==> config.mk <==
export PLATFORM = sky130hd
export DESIGN_NAME = perspective_transform_arbiter_flat
export DESIGN_NICKNAME = d
export VERILOG_FILES = /design/src/rtl/perspective_transform_arbiter_pkg.sv /design/src/rtl/perspective_transform_arbiter_if.sv /design/src/rtl/perspective_transform_arbiter_fifo.sv /design/src/rtl/perspective_transform_arbiter.sv /design/src/flat_wrapper.sv
export SDC_FILE = /design/constraint.sdc
export NUM_CORES = 1
export LEC_CHECK = 0
export ABC_AREA = 1
export CAP_MARGIN = 20
export CORE_UTILIZATION = 49
export CTS_CLUSTER_SIZE = 30
export DETAILED_ROUTE_END_ITERATION = 10
export PLACE_DENSITY = 0.88
export SLEW_MARGIN = 20
export SYNTH_ARGS = -nofsm -noshare
export SYNTH_HDL_FRONTEND = slang
export SYNTH_SLANG_ARGS = --single-unit
==> constraint.sdc <==
create_clock -name clk -period 2.5 [get_ports clk]
set_clock_uncertainty 0.1 [all_clocks]
set_input_delay 0.375 -clock clk [delete_from_list [all_inputs] [get_ports clk]]
set_output_delay 0.375 -clock clk [all_outputs]
set_load 0.01 [all_outputs]
==> src/rtl/perspective_transform_arbiter_pkg.sv <==
// Shared types for the perspective transform arbiter.
// Result records carry the requester id with the transformed pair.
package pt_arb_pkg;

    localparam int COORD_W  = 11;
    localparam int ID_MAX_W = 3;

    function automatic int id_w(input int n);
        return (n > 1) ? $clog2(n) : 1;
    endfunction

    localparam int ID_W = id_w(4);

    typedef struct packed {
        logic [ID_MAX_W-1:0] id;
        logic [COORD_W-1:0]  x;
        logic [COORD_W-1:0]  y;
    } pt_result_t;

endpackage

==> src/rtl/perspective_transform_arbiter_if.sv <==
// Bus bundle between requesters, the transform and the result consumer.
interface perspective_transform_arbiter_if
    import pt_arb_pkg::*;
#(
    parameter int N_REQ = 4,
    parameter int IW    = id_w(N_REQ)
);
    logic [N_REQ-1:0]         req_valid;
    logic [N_REQ*COORD_W-1:0] req_x;
    logic [N_REQ*COORD_W-1:0] req_y;
    logic [N_REQ-1:0]         req_ready;
    logic [COORD_W-1:0]       xf_x_coord;
    logic [COORD_W-1:0]       xf_y_coord;
    logic [COORD_W-1:0]       xf_x_adj;
    logic [COORD_W-1:0]       xf_y_adj;
    logic                     out_valid;
    logic                     out_ready;
    logic [IW-1:0]            out_id;
    logic [COORD_W-1:0]       out_x;
    logic [COORD_W-1:0]       out_y;
    logic                     busy;

    modport slave (
        input  req_valid, req_x, req_y, xf_x_adj, xf_y_adj, out_ready,
        output req_ready, xf_x_coord, xf_y_coord,
        output out_valid, out_id, out_x, out_y, busy
    );

    modport master (
        output req_valid, req_x, req_y, xf_x_adj, xf_y_adj, out_ready,
        input  req_ready, xf_x_coord, xf_y_coord,
        input  out_valid, out_id, out_x, out_y, busy
    );
endinterface

==> src/rtl/perspective_transform_arbiter_fifo.sv <==
// Show-ahead result FIFO; head entry is visible while not empty.
module pt_result_fifo
    import pt_arb_pkg::*;
#(
    parameter int DEPTH = 4
) (
    input  logic                   clk,
    input  logic                   reset,
    input  logic                   push,
    input  pt_result_t             din,
    input  logic                   pop,
    output pt_result_t             dout,
    output logic                   empty,
    output logic [$clog2(DEPTH):0] count
);
    localparam int AW = $clog2(DEPTH);

    pt_result_t      mem_q [DEPTH];
    logic [AW-1:0]   wp_q, wp_d;
    logic [AW-1:0]   rp_q, rp_d;
    logic [AW:0]     cnt_q, cnt_d;

    always_comb begin
        wp_d  = wp_q;
        rp_d  = rp_q;
        cnt_d = cnt_q;
        if (push) wp_d = wp_q + 1'b1;
        if (pop)  rp_d = rp_q + 1'b1;
        unique case ({push, pop})
            2'b10:   cnt_d = cnt_q + 1'b1;
            2'b01:   cnt_d = cnt_q - 1'b1;
            default: cnt_d = cnt_q;
        endcase
    end

    always_ff @(posedge clk) begin
        if (reset) begin
            wp_q  <= '0;
            rp_q  <= '0;
            cnt_q <= '0;
        end else begin
            wp_q  <= wp_d;
            rp_q  <= rp_d;
            cnt_q <= cnt_d;
        end
    end

    always_ff @(posedge clk) begin
        if (push) mem_q[wp_q] <= din;
    end

    assign dout  = mem_q[rp_q];
    assign empty = (cnt_q == '0);
    assign count = cnt_q;
endmodule

==> src/rtl/perspective_transform_arbiter.sv <==
// Round-robin share of one transform datapath with id tagging and
// a credit-protected result FIFO.
module perspective_transform_arbiter
    import pt_arb_pkg::*;
#(
    parameter int N_REQ      = 4,
    parameter int XF_LATENCY = 1,
    parameter int FIFO_DEPTH = 4
) (
    input logic clk,
    input logic reset,
    perspective_transform_arbiter_if.slave bus
);
    localparam int IDW   = id_w(N_REQ);
    localparam int CNT_W = $clog2(FIFO_DEPTH) + 1;
    localparam int NST   = XF_LATENCY + 1;
    localparam logic [CNT_W:0] DEPTH_C = (CNT_W+1)'(FIFO_DEPTH);

    logic [IDW-1:0]     rr_q, rr_d;
    logic [NST-1:0]     tv_q, tv_d;
    logic [IDW-1:0]     tid_q [NST];
    logic [IDW-1:0]     tid_d [NST];
    logic [COORD_W-1:0] x_q, x_d, y_q, y_d;

    logic [CNT_W-1:0]   in_flight;
    logic [CNT_W-1:0]   fifo_cnt;
    logic               credit_ok;
    logic [N_REQ-1:0]   gnt;
    logic [IDW-1:0]     gid;
    logic               found;
    logic               issue;
    logic               push, pop, empty;
    pt_result_t         din, head;
    logic               unused_head;

    always_comb begin
        in_flight = '0;
        for (int i = 0; i < NST; i++)
            in_flight = in_flight + CNT_W'(tv_q[i]);
    end

    // The final tag stage is this cycle's push, so it is counted once here
    assign credit_ok = ({1'b0, in_flight} + {1'b0, fifo_cnt}) < DEPTH_C;

    always_comb begin
        gnt   = '0;
        gid   = '0;
        found = 1'b0;
        for (int k = 1; k <= N_REQ; k++) begin
            if (!found && bus.req_valid[(int'(rr_q) + k) % N_REQ]) begin
                found = 1'b1;
                gid   = IDW'((int'(rr_q) + k) % N_REQ);
            end
        end
        if (found && credit_ok && !reset) gnt[gid] = 1'b1;
    end

    assign issue         = |gnt;
    assign bus.req_ready = gnt;

    always_comb begin
        rr_d     = issue ? gid : rr_q;
        x_d      = issue ? bus.req_x[gid*COORD_W +: COORD_W] : x_q;
        y_d      = issue ? bus.req_y[gid*COORD_W +: COORD_W] : y_q;
        tv_d     = {tv_q[NST-2:0], issue};
        tid_d[0] = gid;
        for (int i = 1; i < NST; i++) tid_d[i] = tid_q[i-1];
    end

    always_ff @(posedge clk) begin
        if (reset) begin
            rr_q <= IDW'(N_REQ - 1);
            tv_q <= '0;
            x_q  <= '0;
            y_q  <= '0;
            for (int i = 0; i < NST; i++) tid_q[i] <= '0;
        end else begin
            rr_q <= rr_d;
            tv_q <= tv_d;
            x_q  <= x_d;
            y_q  <= y_d;
            for (int i = 0; i < NST; i++) tid_q[i] <= tid_d[i];
        end
    end

    assign bus.xf_x_coord = x_q;
    assign bus.xf_y_coord = y_q;

    assign push = tv_q[NST-1];
    assign din  = '{id: ID_MAX_W'(tid_q[NST-1]),
                    x:  bus.xf_x_adj,
                    y:  bus.xf_y_adj};
    assign pop  = !empty && bus.out_ready;

    pt_result_fifo #(.DEPTH(FIFO_DEPTH)) u_fifo (
        .clk   (clk),
        .reset (reset),
        .push  (push),
        .din   (din),
        .pop   (pop),
        .dout  (head),
        .empty (empty),
        .count (fifo_cnt)
    );

    assign bus.out_valid = !empty;
    assign bus.out_id    = head.id[IDW-1:0];
    assign bus.out_x     = head.x;
    assign bus.out_y     = head.y;
    assign bus.busy      = (|tv_q) || !empty;
    assign unused_head   = ^head.id;
endmodule

==> src/flat_wrapper.sv <==
// flat-port wrapper written by rule: the top's interface ports become plain ports
module perspective_transform_arbiter_flat import pt_arb_pkg::*;
#(
    parameter int N_REQ      = 4,
    parameter int XF_LATENCY = 1,
    parameter int FIFO_DEPTH = 4
)
  (clk, reset, bus_req_valid, bus_req_x, bus_req_y, bus_xf_x_adj, bus_xf_y_adj, bus_out_ready, bus_req_ready, bus_xf_x_coord, bus_xf_y_coord, bus_out_valid, bus_out_id, bus_out_x, bus_out_y, bus_busy);
  perspective_transform_arbiter_if #(.N_REQ(N_REQ)) bus_i ();
  input logic clk;
  input logic reset;
  input wire logic [$bits(bus_i.req_valid)-1:0] bus_req_valid;
  input wire logic [$bits(bus_i.req_x)-1:0] bus_req_x;
  input wire logic [$bits(bus_i.req_y)-1:0] bus_req_y;
  input wire logic [$bits(bus_i.xf_x_adj)-1:0] bus_xf_x_adj;
  input wire logic [$bits(bus_i.xf_y_adj)-1:0] bus_xf_y_adj;
  input wire logic [$bits(bus_i.out_ready)-1:0] bus_out_ready;
  output wire logic [$bits(bus_i.req_ready)-1:0] bus_req_ready;
  output wire logic [$bits(bus_i.xf_x_coord)-1:0] bus_xf_x_coord;
  output wire logic [$bits(bus_i.xf_y_coord)-1:0] bus_xf_y_coord;
  output wire logic [$bits(bus_i.out_valid)-1:0] bus_out_valid;
  output wire logic [$bits(bus_i.out_id)-1:0] bus_out_id;
  output wire logic [$bits(bus_i.out_x)-1:0] bus_out_x;
  output wire logic [$bits(bus_i.out_y)-1:0] bus_out_y;
  output wire logic [$bits(bus_i.busy)-1:0] bus_busy;
  assign bus_i.req_valid = bus_req_valid;
  assign bus_i.req_x = bus_req_x;
  assign bus_i.req_y = bus_req_y;
  assign bus_i.xf_x_adj = bus_xf_x_adj;
  assign bus_i.xf_y_adj = bus_xf_y_adj;
  assign bus_i.out_ready = bus_out_ready;
  assign bus_req_ready = bus_i.req_ready;
  assign bus_xf_x_coord = bus_i.xf_x_coord;
  assign bus_xf_y_coord = bus_i.xf_y_coord;
  assign bus_out_valid = bus_i.out_valid;
  assign bus_out_id = bus_i.out_id;
  assign bus_out_x = bus_i.out_x;
  assign bus_out_y = bus_i.out_y;
  assign bus_busy = bus_i.busy;
  perspective_transform_arbiter #(.N_REQ(N_REQ), .XF_LATENCY(XF_LATENCY), .FIFO_DEPTH(FIFO_DEPTH)) u_core (.clk(clk), .reset(reset), .bus(bus_i));
endmodule
---- Yosys cells after proc, flatten, opt, wreduce, memory -nomap -nowiden ----
Memory sizes are Yosys's and may differ from the RTL's. A register that Yosys moved wholly into a read port is not among the register bits.
Cells that the tools add are included.
cells by class
  add/subtract/negate cells ............... 10
  multiply operators ...................... 1
  $lt $le $gt $ge ......................... 7
  equality and inequality tests ........... 2
  shift operators ......................... 2
  muxes and demuxes ....................... 33
  bitwise logic cells ..................... 6
  reductions and logical operators ........ 21
operators by type and width
  kind                   count
  $shiftx A44 B7 Y11     2
  $mux W1                18
  $lt A3 B4 Y1 const B   4
  $mux W2                8
  $reduce_or A2 Y1       5
  $add A2 B1 Y2 const B  4
  $bmux W1 S2            4
  $logic_and A1 B1 Y1    7
  $mul A2 B4 Y6 const B  1
  $pmux W3 S2            1
  $logic_not A1 Y1       5
  $add A2 B2 Y2 const B  2
  $add A3 B3 Y4          1
  $and A1 B1 Y1 const A  4
  $lt A4 B3 Y1 const B   1
  $mux W4                1
  $reduce_or A4 Y1       1
  $add A3 B1 Y3 const B  1
  $logic_not A3 Y1       1
  $lt A2 B3 Y1 const B   1
  $sub A3 B1 Y3 const B  1
  $add A1 B1 Y2          1
  $demux W1 S2           1
  $eq A2 B1 Y1 const B   1
  5 further kinds        6
storage, ports and cells
  register bits after elaboration ......... 33
  memory bits (writable) .................. 100
  bits of input ports ..................... 117
  output and inout port bits .............. 52
  word-level logic and storage cells ...... 91
  memories ................................ 2
memories
  name                 depth  width  rd ports  clocked after Yosys merged registers in  write ports  line                                      RTL
  u_core.u_fifo.mem_q  4      24     1         1                                        1            perspective_transform_arbiter_fifo.sv:18  pt_result_t mem_q [DEPTH];
  u_core.tid_q         2      2      2         0                                        2            perspective_transform_arbiter.sv:21       logic [IDW-1:0] tid_q [NST];

---- Longest topological paths before layout ----
  depth in word-level cells ............... 22
  gate-level depth with buffers ........... 17
  depth with buffers taken out ............ 15

---- Cells and area by module ----
A second synthesis with hierarchy kept.
second synthesis, totals
  cells, all modules ...................... 732
  area total of the unflattened synthesis .. 6645.1 sq um
by module, submodules not included
  module                         instances  cells each  area an instance (sq um)  seq. area each (sq um)
  pt_result_fifo                 1          299         4252.8                    3183.1
  perspective_transform_arbiter  1          433         2392.3                    600.6

---- Worst setup path before layout ----
OpenSTA, ideal clock, no wires.
  kind .................................... register to output
  start ................................... reg u_core.rr_q[0]
  end ..................................... out bus_req_ready[0]
  arrival time ............................ 1718 ps
  data required time ...................... 2025 ps
  setup slack ............................. 307 ps
  stages on the path, launching flop included .. 13
  buffers on the path ..................... 2
  cells stage by stage .................... dfxtp_1 > buf_4 > inv_4 > nand2_2 > nand2_1 > nand2_1 > nand2_1 > nor2_4 > nand3_4 > nand3_4 > buf_4 > inv_1 > nor3_1
on the way
  longest elaborated chain between the ends .. 19
  elaborated cells on any way between the ends .. 38
  those cells by class .................... add/sub (4); order compare (2); mux (23); reduce/logical (9)
ends and longest elaborated chain
  element                                                             line                                                                      RTL
  start, declared                                                     perspective_transform_arbiter.sv:19                                       logic [IDW-1:0] rr_q, rr_d;
  start signal, assigned                                              perspective_transform_arbiter.sv:72                                       rr_q <= IDW'(N_REQ - 1);
  start signal, assigned                                              perspective_transform_arbiter.sv:78                                       rr_q <= rr_d;
  $add A2 B1 Y2                                                       perspective_transform_arbiter.sv:50, perspective_transform_arbiter.sv:52
  $bmux W1 S2                                                         perspective_transform_arbiter.sv:50                                       if (!found && bus.req_valid[(int'(rr_q) + k) % N_REQ]) begin
  $mux W1 (not written as such) (2 in a row)                          perspective_transform_arbiter.sv:50
  $mux W1                                                             perspective_transform_arbiter.sv:50
  $logic_not A1 Y1                                                    perspective_transform_arbiter.sv:50
  $logic_and A1 B1 Y1                                                 perspective_transform_arbiter.sv:50
  $mux W1                                                             perspective_transform_arbiter.sv:50
  $logic_not A1 Y1                                                    perspective_transform_arbiter.sv:50
  [2 not listed]                                                      -
  $logic_not A1 Y1                                                    perspective_transform_arbiter.sv:50
  $logic_and A1 B1 Y1                                                 perspective_transform_arbiter.sv:50
  $mux W2                                                             perspective_transform_arbiter.sv:50
  $lt A2 B3 Y1 (not written as such) or $ge A2 B1 Y1 (tied branches)  perspective_transform_arbiter.sv:55                                       if (found && credit_ok && !reset) gnt[gid] = 1'b1;
  $logic_and A1 B1 Y1 (not written as such)                           perspective_transform_arbiter.sv:55
  $mux W1 (not written as such)                                       perspective_transform_arbiter.sv:55
  $demux W1 S2                                                        -
  $mux W4 (*)                                                         perspective_transform_arbiter.sv:55
  end, declared                                                       flat_wrapper.sv:18                                                        output wire logic [$bits(bus_i.req_ready)-1:0] bus_req_ready;
Mark *: on every way between the ends. The rest lies on a longest branch, timed or not. The select of a mux whose other input is x is not followed.

---- Worst setup path after layout ----
  start ................................... in bus_req_valid[1]
  end ..................................... out bus_req_ready[2]
on the way
  longest elaborated chain between the ends .. 18
  elaborated cells on any way between the ends .. 34
  those cells by class .................... order compare (2); mux (23); reduce/logical (9)
ends and longest elaborated chain
  element                                                             line                                 RTL
  start, declared                                                     flat_wrapper.sv:12                   input wire logic [$bits(bus_i.req_valid)-1:0] bus_req_valid;
  $bmux W1 S2                                                         perspective_transform_arbiter.sv:50
  $mux W1 (not written as such) (2 in a row)                          perspective_transform_arbiter.sv:50
  $mux W1                                                             perspective_transform_arbiter.sv:50
  $logic_not A1 Y1                                                    perspective_transform_arbiter.sv:50
  $logic_and A1 B1 Y1                                                 perspective_transform_arbiter.sv:50
  $mux W1                                                             perspective_transform_arbiter.sv:50
  $logic_not A1 Y1                                                    perspective_transform_arbiter.sv:50
  $logic_and A1 B1 Y1                                                 perspective_transform_arbiter.sv:50
  $mux W1                                                             perspective_transform_arbiter.sv:50
  $logic_not A1 Y1                                                    perspective_transform_arbiter.sv:50
  $logic_and A1 B1 Y1                                                 perspective_transform_arbiter.sv:50
  $mux W2                                                             perspective_transform_arbiter.sv:50
  $lt A2 B3 Y1 (not written as such) or $ge A2 B1 Y1 (tied branches)  perspective_transform_arbiter.sv:55
  $logic_and A1 B1 Y1 (not written as such)                           perspective_transform_arbiter.sv:55
  $mux W1 (not written as such)                                       perspective_transform_arbiter.sv:55
  $demux W1 S2                                                        -
  $mux W4 (*)                                                         perspective_transform_arbiter.sv:55
Marks and branches as above.

==> results.sh <==
export IMPL_gp_congestion=0.883
export IMPL_io_buffers=168
export IMPL_grt_antenna_before_repair=0
export IMPL_multi_input_area_um2=2490
export IMPL_die_h_um=116
export IMPL_netlist_instances=712
export IMPL_synth_top_area_share_pct=45.3
export IMPL_drt_iter0_markers=477
export IMPL_grt_max_degree=49
export IMPL_grt_total_usage_pct=23.8
export IMPL_required_ns=2.03
export IMPL_synth_area_leader_cell="edfxtp_1"
export IMPL_maxCapViolCount=0
export IMPL_ff_latch_area_um2=3680
export IMPL_drive_gt1_share_pct=13.7
export IMPL_synth_nets=838
export IMPL_drtPass1Iterations=7
export IMPL_power_leakage_nw=3.83
export IMPL_dpl_instance_area_um2=8260
export IMPL_powerDensity_nw_per_um2=1330
export IMPL_num_rows=41
export IMPL_period_share_pct=103
export IMPL_clk_path_buf_depth=2
export IMPL_setup_viol=4
export IMPL_cts_tree="yes"
export IMPL_routed_wl_um=17300
export IMPL_netlist_top_cells_area="edfxtp_1 (45%), dfxtp_1 (12%), nand2_1 (11%), nor2_1 (5.8%), nand4_1 (4.4%)"
export IMPL_hold_buffers=0
export IMPL_numCtsBuffers=17
export IMPL_finalPower_mw=12.2
export IMPL_cts_root_buf="clkbuf_16"
export IMPL_coreArea_um2=12600
export IMPL_die_w_um=116
export IMPL_htree_levels=4
export IMPL_final_net_count=1018
export IMPL_arrival_ns=2.10
export IMPL_wl_per_cell_um=16.1
export IMPL_final_area_um2=9190
export IMPL_worst_slew_pin_slew_ns=0.505
export IMPL_synth_seq_cells=135
export IMPL_fillers=897
export IMPL_worst_slack_ns=-0.0786
export IMPL_ys_warn_count=0
export IMPL_max_freq_ghz=0.388
export IMPL_num_io_pins=169
export IMPL_cts_sinks=135
export IMPL_path_max_fanout=4
export IMPL_violations="setup timing"
export IMPL_layout_commonest_cell="nand2_1"
export IMPL_drv_slew=0
export IMPL_area_growth_syn_to_layout_pct=44.3
export IMPL_holdPathStages=2
export IMPL_rsz0062_at_grt="yes"
export IMPL_drcViolationCount=0
export IMPL_status="complete, but fails checks"
export IMPL_most_common_layout_cells="nand2_1 (172), clkdlybuf4s50_1 (160), nor2_1 (98)"
export IMPL_layoutNonFillerInstCount=1077
export IMPL_first_global_vias=5135
export IMPL_ys_types=28
export IMPL_antenna_diode_count=0
export IMPL_final_hold_violation_count=0
export IMPL_start_kind="primary input"
export IMPL_fin_crit_ns=2.58
export IMPL_grt_remaining_overflow=0
export IMPL_grt_pass1_wl_um=24400
export IMPL_relSlewSlack_pct=66.4
export IMPL_syn_mean_instance_area_um2=8.94
export IMPL_dieArea_um2=13500
export IMPL_pre_cts_ws_ns=-0.323
export IMPL_tns_ns=-0.146
export IMPL_synth_seq_area_share_pct=57.5
export IMPL_peakVddDrop_uv=2370
export IMPL_start_util_pct=50.5
export IMPL_hold_class="reg2reg"
export IMPL_dp_hpwl_um=10400
export IMPL_clk_pin_slew_ns=0.05
export IMPL_criticalPathCategory="in2out"
export IMPL_synth_area_um2=6370
export IMPL_drt_vias_per_instance=5.32
export IMPL_end_kind="primary output"
export IMPL_drtAntennaViolNets=0
export IMPL_clkLatencyLatePin_ns=0.40
export IMPL_num_vias=5725
export IMPL_worstRegToRegCells=16
export IMPL_dp_cells=1037
==> worst paths after layout <==
path | slack (ns) | endpoint | from
setup / recovery | -0.08 | bus_req_ready[2] | bus_req_valid[1]
hold / removal | 0.31 | u_core.tid_q[0][3] | u_core.tid_q[0][1]
setup reg to reg | 0.16 | u_core.bus.xf_y_coord[3] | u_core.rr_q[0]
hold reg to reg | 0.31 | u_core.tid_q[0][3] | u_core.tid_q[0][1]
==> logic make-up after synthesis <==
| group | Yosys count | synth area share [%] |
|---|---|---|
| fa+ha+maj | 9 | 1.89 |
| simple gates | 377 | 25.4 |
| compound gates | 96 | 8.29 |
| flops | 135 | 57.5 |
| buf+inv | 95 | 6.84 |
==> stage by stage <==
| step | hold WS (ns) | util, % |
|---|---|---|
| after global routing | 0.317 | 72.8 |
| after CTS | 0.308 | 70.6 |
| final | 0.306 | 72.8 |
| after floorplan | 0.288 | - |
| after detailed placement | 0.296 | 65.5 |
| after global placement | 0.290 | 65.5 |
==> final cells by class <==
cell class              count  share of cell area, %
clock buffers              22                   5.05
clock inverters            10                   1.13
inverters                  52                   2.26
multi-input cells         482                   27.1
flip-flops and latches    135                   40.0
well taps                 172                   2.34
repair buffers            204                   22.1
==> power by group <==
part | switching, mW | total (mW) | internal [mW]
registers | 0.192 | 2.98 | 2.78
logic | 4.20 | 6.86 | 2.66
clock network | 0.842 | 2.35 | 1.51
==> repair_timing <==
| action | 4_1_cts | 5_1_grt |
|---|---|---|
| setup endpoints to repair | 4 | 19 |
| cloned | 0 | 2 |
| buffers inserted | 3 | 3 |
| pin swaps | 10 | 22 |
| resized for setup | 36 | 59 |
==> Yosys cell counts <==
cell type / n
nand3_1: 29
nand3_4: 2
nand2_1: 195
nand3_2: 1
buf_2: 17
inv_4: 2
buf_4: 4
a21oi_4: 1
a311oi_1: 1
nand4_1: 45
nor3_1: 2
nand2_2: 2
edfxtp_1: 96
ha_1: 8
fa_1: 1
o22ai_1: 24
dfxtp_1: 39
nor2_1: 99
o21ai_1: 3
buf_6: 5
inv_1: 47
o21ai_0: 56
o211ai_1: 1
nand2_4: 1
nor2_4: 1
a21oi_1: 10
inv_2: 3
clkbuf_1: 17
==> per-layer routing <==
layer | up-vias | part of all wire, % | wire length, µm | GRT usage (%)
li1 | 2772 | - | - | -
met5 | - | 0 | 0 | 0
met4 | 0 | 2.3 | 390 | 7.35
met1 | 2625 | 38 | 6650 | 27.8
met2 | 294 | 51 | 8790 | 42.3
met3 | 34 | 8.6 | 1490 | 6.85
==> critical path: stages <==
cell	delay, ns
clkdlybuf4s50_1	0.53
nand2_2	0.09
nand2_4	0.10
nand2_1	0.10
nand2_2	0.15
inv_2	0.08
nand2_2	0.09
nor2_4	0.04
a21oi_4	0.17
inv_4	0.06
nor3_4	0.16
buf_2	0.15
==> flip-flops by register name, summed over array words and instances (netlist names), named ones only <==
signal	count
u_core.u_fifo.mem_q	96
u_core.bus.xf_x_coord	11
u_core.bus.xf_y_coord	11
u_core.tid_q	4
u_core.u_fifo.count	3
u_core.rr_q	2
u_core.tv_q	2
u_core.u_fifo.rp_q	2
u_core.u_fifo.wp_q	2
No activity file was read; power rests on OpenSTA's default activity.
